## config.mk

```make
export PLATFORM = sky130hd
export DESIGN_NAME = packet_injector_flat
export DESIGN_NICKNAME = d
export VERILOG_FILES = /design/src/rtl/packet_injector_if.sv /design/src/rtl/packet_injector.sv /design/src/flat_wrapper.sv
export SDC_FILE = /design/constraint.sdc
export NUM_CORES = 2
export LEC_CHECK = 0
export BUFFER_PORTS_ARGS = -buffer_cell sky130_fd_sc_hd__buf_2
export CAP_MARGIN = 20
export CORE_MARGIN = 1.5
export CORE_UTILIZATION = 54
export DETAILED_ROUTE_END_ITERATION = 8
export PLACE_DENSITY = 0.71
export SKIP_LAST_GASP = 1
export SLEW_MARGIN = 5
export SYNTH_ARGS = -nofsm -noshare
export SYNTH_HDL_FRONTEND = slang
export SYNTH_SLANG_ARGS = --single-unit
```

## constraint.sdc

```tcl
create_clock -name clk -period 3.9 [get_ports clk]
set_input_delay 0.585 -clock clk [delete_from_list [all_inputs] [get_ports clk]]
set_output_delay 0.585 -clock clk [all_outputs]
set_load 0.005 [all_outputs]
```

## src/rtl/packet_injector_if.sv

```systemverilog
// Avalon-MM slave bus plus the three switch ingress ports of packet_injector.
interface packet_injector_if;
    logic        chipselect;
    logic        write;
    logic        read;
    logic [3:0]  address;
    logic [3:0]  byteenable;
    logic [31:0] writedata;
    logic [31:0] readdata;
    logic [31:0] data1, data2, data3;
    logic        valid1, valid2, valid3;
    logic        ready1, ready2, ready3;

    modport slave (
        input  chipselect, write, read, address, byteenable, writedata,
        input  ready1, ready2, ready3,
        output readdata, data1, data2, data3, valid1, valid2, valid3
    );

    modport master (
        output chipselect, write, read, address, byteenable, writedata,
        output ready1, ready2, ready3,
        input  readdata, data1, data2, data3, valid1, valid2, valid3
    );
endinterface

```

## src/rtl/packet_injector.sv

```systemverilog
// Host-to-switch injector: Avalon-MM pushes into three FWFT FIFOs drained by valid/ready ports.
// Optional per-port SENT counters at addresses 13-15 under INJECT_SENT_COUNTERS_EN.
module packet_injector #(
    parameter  int DEPTH = 16,
    localparam int LW    = $clog2(DEPTH) + 1
) (
    input logic              clk,
    input logic              reset_n,
    packet_injector_if.slave bus
);
    localparam int PW = $clog2(DEPTH);

    logic [31:0]   mem    [3][DEPTH];
    logic [PW-1:0] wr_ptr [3];
    logic [PW-1:0] rd_ptr [3];
    logic [LW-1:0] level  [3];
    logic [31:0]   head   [3];
    logic          egress_en;
    logic [2:0]    overflow;
    logic [2:0]    empty, full, push_req, push, pop, ready;
    logic          wr_acc, rd_acc, flush;
    logic [31:0]   rd_mux, readdata_q;

`ifdef INJECT_SENT_COUNTERS_EN
    logic [31:0]   sent [3];
`endif

    assign ready  = {bus.ready3, bus.ready2, bus.ready1};
    assign wr_acc = bus.chipselect && bus.write && (bus.byteenable == 4'hF);
    assign rd_acc = bus.chipselect && bus.read;
    assign flush  = wr_acc && (bus.address == 4'd0) && bus.writedata[1];

    // Fullness is taken from the registered level, so a pop in the same cycle never frees a slot.
    always_comb begin
        for (int unsigned n = 0; n < 3; n++) begin
            empty[n]    = (level[n] == '0);
            full[n]     = (level[n] == LW'(DEPTH));
            push_req[n] = wr_acc && (bus.address == 4'(n + 1)) && (bus.writedata != '0);
            push[n]     = push_req[n] && !full[n] && !flush;
            pop[n]      = egress_en && !empty[n] && ready[n] && !flush;
            head[n]     = empty[n] ? '0 : mem[n][rd_ptr[n]];
        end
    end

    assign bus.data1    = head[0];
    assign bus.data2    = head[1];
    assign bus.data3    = head[2];
    assign bus.valid1   = egress_en && !empty[0];
    assign bus.valid2   = egress_en && !empty[1];
    assign bus.valid3   = egress_en && !empty[2];
    assign bus.readdata = readdata_q;

    always_comb begin
        rd_mux = '0;
        case (bus.address)
            4'd0:  rd_mux = 32'(egress_en);
            4'd8:  rd_mux = 32'(level[0]);
            4'd9:  rd_mux = 32'(level[1]);
            4'd10: rd_mux = 32'(level[2]);
            4'd11: rd_mux = {21'd0, overflow, 1'b0, full, 1'b0, empty};
`ifdef INJECT_SENT_COUNTERS_EN
            4'd13: rd_mux = sent[0];
            4'd14: rd_mux = sent[1];
            4'd15: rd_mux = sent[2];
`endif
            default: rd_mux = '0;
        endcase
    end

    always_ff @(posedge clk) begin
        for (int unsigned n = 0; n < 3; n++) begin
            if (push[n]) mem[n][wr_ptr[n]] <= bus.writedata;
        end
    end

    always_ff @(posedge clk or negedge reset_n) begin
        if (!reset_n) begin
            for (int unsigned n = 0; n < 3; n++) begin
                wr_ptr[n] <= '0;
                rd_ptr[n] <= '0;
                level[n]  <= '0;
            end
            egress_en  <= 1'b0;
            overflow   <= '0;
            readdata_q <= '0;
        end else begin
            if (wr_acc && bus.address == 4'd0) egress_en <= bus.writedata[0];
            if (wr_acc && bus.address == 4'd12) overflow <= '0;
            else overflow <= overflow | (push_req & full & {3{!flush}});
            for (int unsigned n = 0; n < 3; n++) begin
                if (flush) begin
                    wr_ptr[n] <= '0;
                    rd_ptr[n] <= '0;
                    level[n]  <= '0;
                end else begin
                    if (push[n]) wr_ptr[n] <= wr_ptr[n] + 1'b1;
                    if (pop[n])  rd_ptr[n] <= rd_ptr[n] + 1'b1;
                    level[n] <= level[n] + LW'(push[n]) - LW'(pop[n]);
                end
            end
            if (rd_acc) readdata_q <= rd_mux;
        end
    end

`ifdef INJECT_SENT_COUNTERS_EN
    always_ff @(posedge clk or negedge reset_n) begin
        if (!reset_n) begin
            for (int unsigned n = 0; n < 3; n++) sent[n] <= '0;
        end else begin
            for (int unsigned n = 0; n < 3; n++) begin
                if (pop[n]) sent[n] <= sent[n] + 32'd1;
            end
        end
    end
`endif
endmodule
```

## src/flat_wrapper.sv

```systemverilog
// flat-port wrapper written by rule: the top's interface ports become plain ports
module packet_injector_flat 
#(
    parameter  int DEPTH = 16,
    localparam int LW    = $clog2(DEPTH) + 1
)
  (clk, reset_n, bus_chipselect, bus_write, bus_read, bus_address, bus_byteenable, bus_writedata, bus_ready1, bus_ready2, bus_ready3, bus_readdata, bus_data1, bus_data2, bus_data3, bus_valid1, bus_valid2, bus_valid3);
  packet_injector_if bus_i ();
  input logic clk;
  input logic reset_n;
  input wire logic [$bits(bus_i.chipselect)-1:0] bus_chipselect;
  input wire logic [$bits(bus_i.write)-1:0] bus_write;
  input wire logic [$bits(bus_i.read)-1:0] bus_read;
  input wire logic [$bits(bus_i.address)-1:0] bus_address;
  input wire logic [$bits(bus_i.byteenable)-1:0] bus_byteenable;
  input wire logic [$bits(bus_i.writedata)-1:0] bus_writedata;
  input wire logic [$bits(bus_i.ready1)-1:0] bus_ready1;
  input wire logic [$bits(bus_i.ready2)-1:0] bus_ready2;
  input wire logic [$bits(bus_i.ready3)-1:0] bus_ready3;
  output wire logic [$bits(bus_i.readdata)-1:0] bus_readdata;
  output wire logic [$bits(bus_i.data1)-1:0] bus_data1;
  output wire logic [$bits(bus_i.data2)-1:0] bus_data2;
  output wire logic [$bits(bus_i.data3)-1:0] bus_data3;
  output wire logic [$bits(bus_i.valid1)-1:0] bus_valid1;
  output wire logic [$bits(bus_i.valid2)-1:0] bus_valid2;
  output wire logic [$bits(bus_i.valid3)-1:0] bus_valid3;
  assign bus_i.chipselect = bus_chipselect;
  assign bus_i.write = bus_write;
  assign bus_i.read = bus_read;
  assign bus_i.address = bus_address;
  assign bus_i.byteenable = bus_byteenable;
  assign bus_i.writedata = bus_writedata;
  assign bus_i.ready1 = bus_ready1;
  assign bus_i.ready2 = bus_ready2;
  assign bus_i.ready3 = bus_ready3;
  assign bus_readdata = bus_i.readdata;
  assign bus_data1 = bus_i.data1;
  assign bus_data2 = bus_i.data2;
  assign bus_data3 = bus_i.data3;
  assign bus_valid1 = bus_i.valid1;
  assign bus_valid2 = bus_i.valid2;
  assign bus_valid3 = bus_i.valid3;
  packet_injector #(.DEPTH(DEPTH)) u_core (.clk(clk), .reset_n(reset_n), .bus(bus_i));
endmodule
```

==> summary.md <==
| Metric | Value |
|---|---|
| Run status | finished with violations |
| Failing checks | design-rule violations |
| Synth Area in Adders | less than 1% |
| Critical path class | flip-flop to output port |
| Psw | 9830 uW |
| Total grt overflow | 0 |
| Worst-path clk slew | ~0.06 ns |
| FILL cells | between 7,000 and 8,000 |
| Drt pass-1 iters | 9 |
| Remaining DRCs | 20 |
| GRT Util Overall | roughly a quarter |
| PD cells | 562 nW/um2 |
| Synth Flop Type | edfxtp_1 |
| Vias per inst | around 6.3 |
| Global-route wire length before repair | 218 mm |
| Combinational family with the most area after synthesis | multiplexers |
| Synth area leader | edfxtp_1 |
| XOR/XNOR Fraction of Synth Area | 0.253% |
| EDFF count, synth | between 1,500 and 2,000 |
| Hold WC Path Type | input port to flip-flop |
| Hold_ws | between 0.15 and 0.2 ns |
| Worst skew pair latency | between 0.7 and 0.8 ns |
| Final net count | around 3,500 |
| Syn avg cell area | between 20 and 25 um2 |
| Rel. slew slack | a little under two fifths |
| Setup TNS | 0 ns |
| Leakage | between 0.02 and 0.025 uW |
| Final core occ | roughly 63% |
| P_int | 30,700 uW |
| Max-slew violations | 0 |
| Gp weighted congestion | about 0.86 |
| Peak supply drop | between 500 and 600 uV |
| Clock power share | 36.0% |
| Largest net degree at the start of global routing | 73 |
| H-tree depth | 4 |
| Commonest non-fill, non-tap cells in the layout | edfxtp_1, mux4_2, mux2i_1 |
| Period utilization | 96.9% |
| YS warnings | 0 |
| Clock skew | approximately 0.022 ns |
| Final setup vio count | 0 |
| Share of synthesized registers carrying an async set or reset | ~3.3% |
| #FFs+latches synth | about 1,600 |
| Period minus WS final | between 3 and 4 ns |
| CTS tree | built |
| Clock buffer depth | 3 |
| CTS sink cnt | approximately 1,600 |
| Post-Syn Instances | between 3,000 and 4,000 |
| DIE AREA | around 120,000 um2 |
| Num ports | between 150 and 200 |
| Mapped Area | about 62,000 um2 |
| DP Wirelength | approximately 87 mm |
| Initial antenna violation count | 6 |
| Worst path required time | around 3.3 ns |
| Worst-margin pin slew | around 0.92 ns |
| Fin. Hold Viols | 0 |
| Post-synthesis mux area share | ~15% |
| Startpoint Class | flip-flop |
| Commonest non-fill, non-tap cell in the layout | edfxtp_1 |
| Sequential fraction of the synthesis area | about three quarters |
| Post-synthesis compound-gate area fraction | 4.16% |
| Number of global-route vias before repair | roughly 33,000 |
| Top cells by area, synth | edfxtp_1, mux4_2, mux2i_1, dfrtp_1, o32a_1 |
| Simple-gate share of the synthesized area | under 10% |
| Seq pwr share | a little under half |
| Core Region | approximately 110,000 um2 |
| Height of the die | ~340 um |
| Crit Path Max Fanout | 26 |
| DR vias | roughly 32,000 |
| Initial Util | a little over half |
| Max-cap viol count | 0 |
| Critical Path Sink Type | output port |
| Rows | between 100 and 150 |
| Synth top area share | about 74% |
| Port-buffer cells | 156 |
| Routed wire per std cell | between 20 and 30 um |
| Fraction of power spent switching nets | approximately 24% |
| P&R area growth vs syn | 15.6% |
| Max frequency | about 260 MHz |
| CP arrival | around 3.2 ns |
| Num CTS Buffers | 156 |
| Chip width | 343 um |
| Iteration-0 DRC count of the detailed router | around 3,700 |
| Share of cells above drive strength 1 | 26.3% |
| Post-DRT Antenna Nets | 0 |
| Netlist cell types | 52 |
| CTS Root Cell | clkbuf_16 |
| Routed Wire Length | around 150 mm |
| Comb power frac | 17.0% |
| RSZ-0062 raised after global routing | false |
==> final timing paths <==
check / startpoint / to / slack [ns] / cells past startpoint
max in group asynchronous: reset_n / u_core.rd_ptr[10] / 3.21 / 3
worst max-delay path: u_core.rd_ptr[5] / bus_data2[19] / 0.12 / 7
worst min-delay path: bus_chipselect / u_core.bus.readdata[5] / 0.16 / 3
min in group asynchronous: reset_n / u_core.level[11] / 0.20 / 2
worst max register to register: u_core.level[2] / u_core.level[4] / 0.59 / 15
worst min register to register: u_core.bus.readdata[9] / u_core.bus.readdata[9] / 0.49 / 2
==> worst max-delay path: stages (launching register included) <==
cell	delay, ns
dfrtp_4	0.63
nand2b_4	0.34
buf_12	0.25
o221ai_1	0.25
o32a_1	0.18
nand2_1	0.05
a21oi_1	0.48
buf_2	0.23
==> cells by family (layout without fill, tap and decap cells) <==
family                     Yosys count  after routing
buffers and inverters              236            674
AOI/OAI and AO/OA                  377            377
xor gates and xnor gates            18             18
and+or+nand+nor                    287            287
DFF                               1589           1589
other                                1             24
muxes                              554            554
adders and majority gates           36             36
==> state kept, by name, indices dropped and copies added, names as in the netlist <==
name	flops
u_core.rd_ptr	12
u_core.wr_ptr	12
u_core.bus.readdata	10
u_core.level	15
u_core.overflow	3
u_core.egress_en	1
u_core.mem	1536
==> power by group through the flow <==
| stage | sequential (uW) | clock, uW | combinational [uW] |
|---|---|---|---|
| finish | 19100 | 14600 | 6890 |
| global route | 19100 | 15500 | 7400 |
| CTS | 19100 | 14800 | 6990 |
| detailed placement | 19500 | 0 | 6830 |
| global placement | 19400 | 0 | 6690 |
| floorplan | 19300 | 0 | 4920 |
==> synth_stat cells (2+ instances only) <==
master    count
nor3b_1       3
and2_1       20
a21oi_1      83
nor4_1        9
dfrtp_1      53
fa_1          3
buf_1        25
a21o_1        3
o221ai_1     64
xnor2_1       6
and4_1        4
o21ai_0      83
xor2_1       12
or4b_2        2
nand2_1      94
or3_1         7
clkbuf_1     97
nor2_1       38
buf_2        36
o32a_1       64
nand3_1      14
o22ai_1      64
ha_1         33
a221o_1       2
and3_1       39
a211oi_1      2
nand2b_1      4
mux2i_1     263
buf_4        40
nor2b_1      42
o2111a_1      2
edfxtp_1   1536
o31ai_1       3
inv_1        37
mux2_2        3
nand4_1       5
mux4_2      288
==> per-stage QoR <==
step / instance area [um2] / cells / setup WS (ns) / total power (uW)
after floorplan: 62500 / 3119 / 0.551 / 24200
after global placement: 67100 / 4789 / 0.220 / 26100
after detailed placement: 67100 / 4789 / 0.176 / 26300
after CTS: 72100 / 5068 / 0.0207 / 40800
after global routing: 72200 / 5070 / 0.0573 / 41900
final: 72200 / 5071 / 0.122 / 40600
==> layer usage <==
layer  part of all wire [%]  routed length [um]  global-route usage (%)  up-vias
li1                       -                   -                       -    13488
met1                     39               58100                    34.8    16793
met2                     50               74800                    43.1     1568
met3                    8.1               12100                    4.01      287
met4                    3.2                4750                    8.72        0
met5                      0                   0                       0        -
==> what timing repair did <==
| action | in CTS | in global routing |
|---|---|---|
| resized for setup | 4 | 3 |
| buffers inserted | 5 | 0 |
| hold buffers | 1 | 0 |
| endpoints found under the hold margin | 1 | 0 |
| setup endpoints to repair | 40 | 4 |
==> layout make-up <==
cell class | instances | area, um2 | area share (%)
Antenna cell | 2 | 5.00 | 0.00694
Clock buffer | 188 | 4140 | 5.74
Clock inverter | 85 | 827 | 1.15
Inverter | 37 | 139 | 0.192
Multi-Input combinational cell | 1294 | 14000 | 19.4
Sequential cell | 1589 | 47500 | 65.8
Tap cell | 1512 | 1890 | 2.62
Timing Repair Buffer | 364 | 3640 | 5.05
Power figures use the tool's default switching activity.
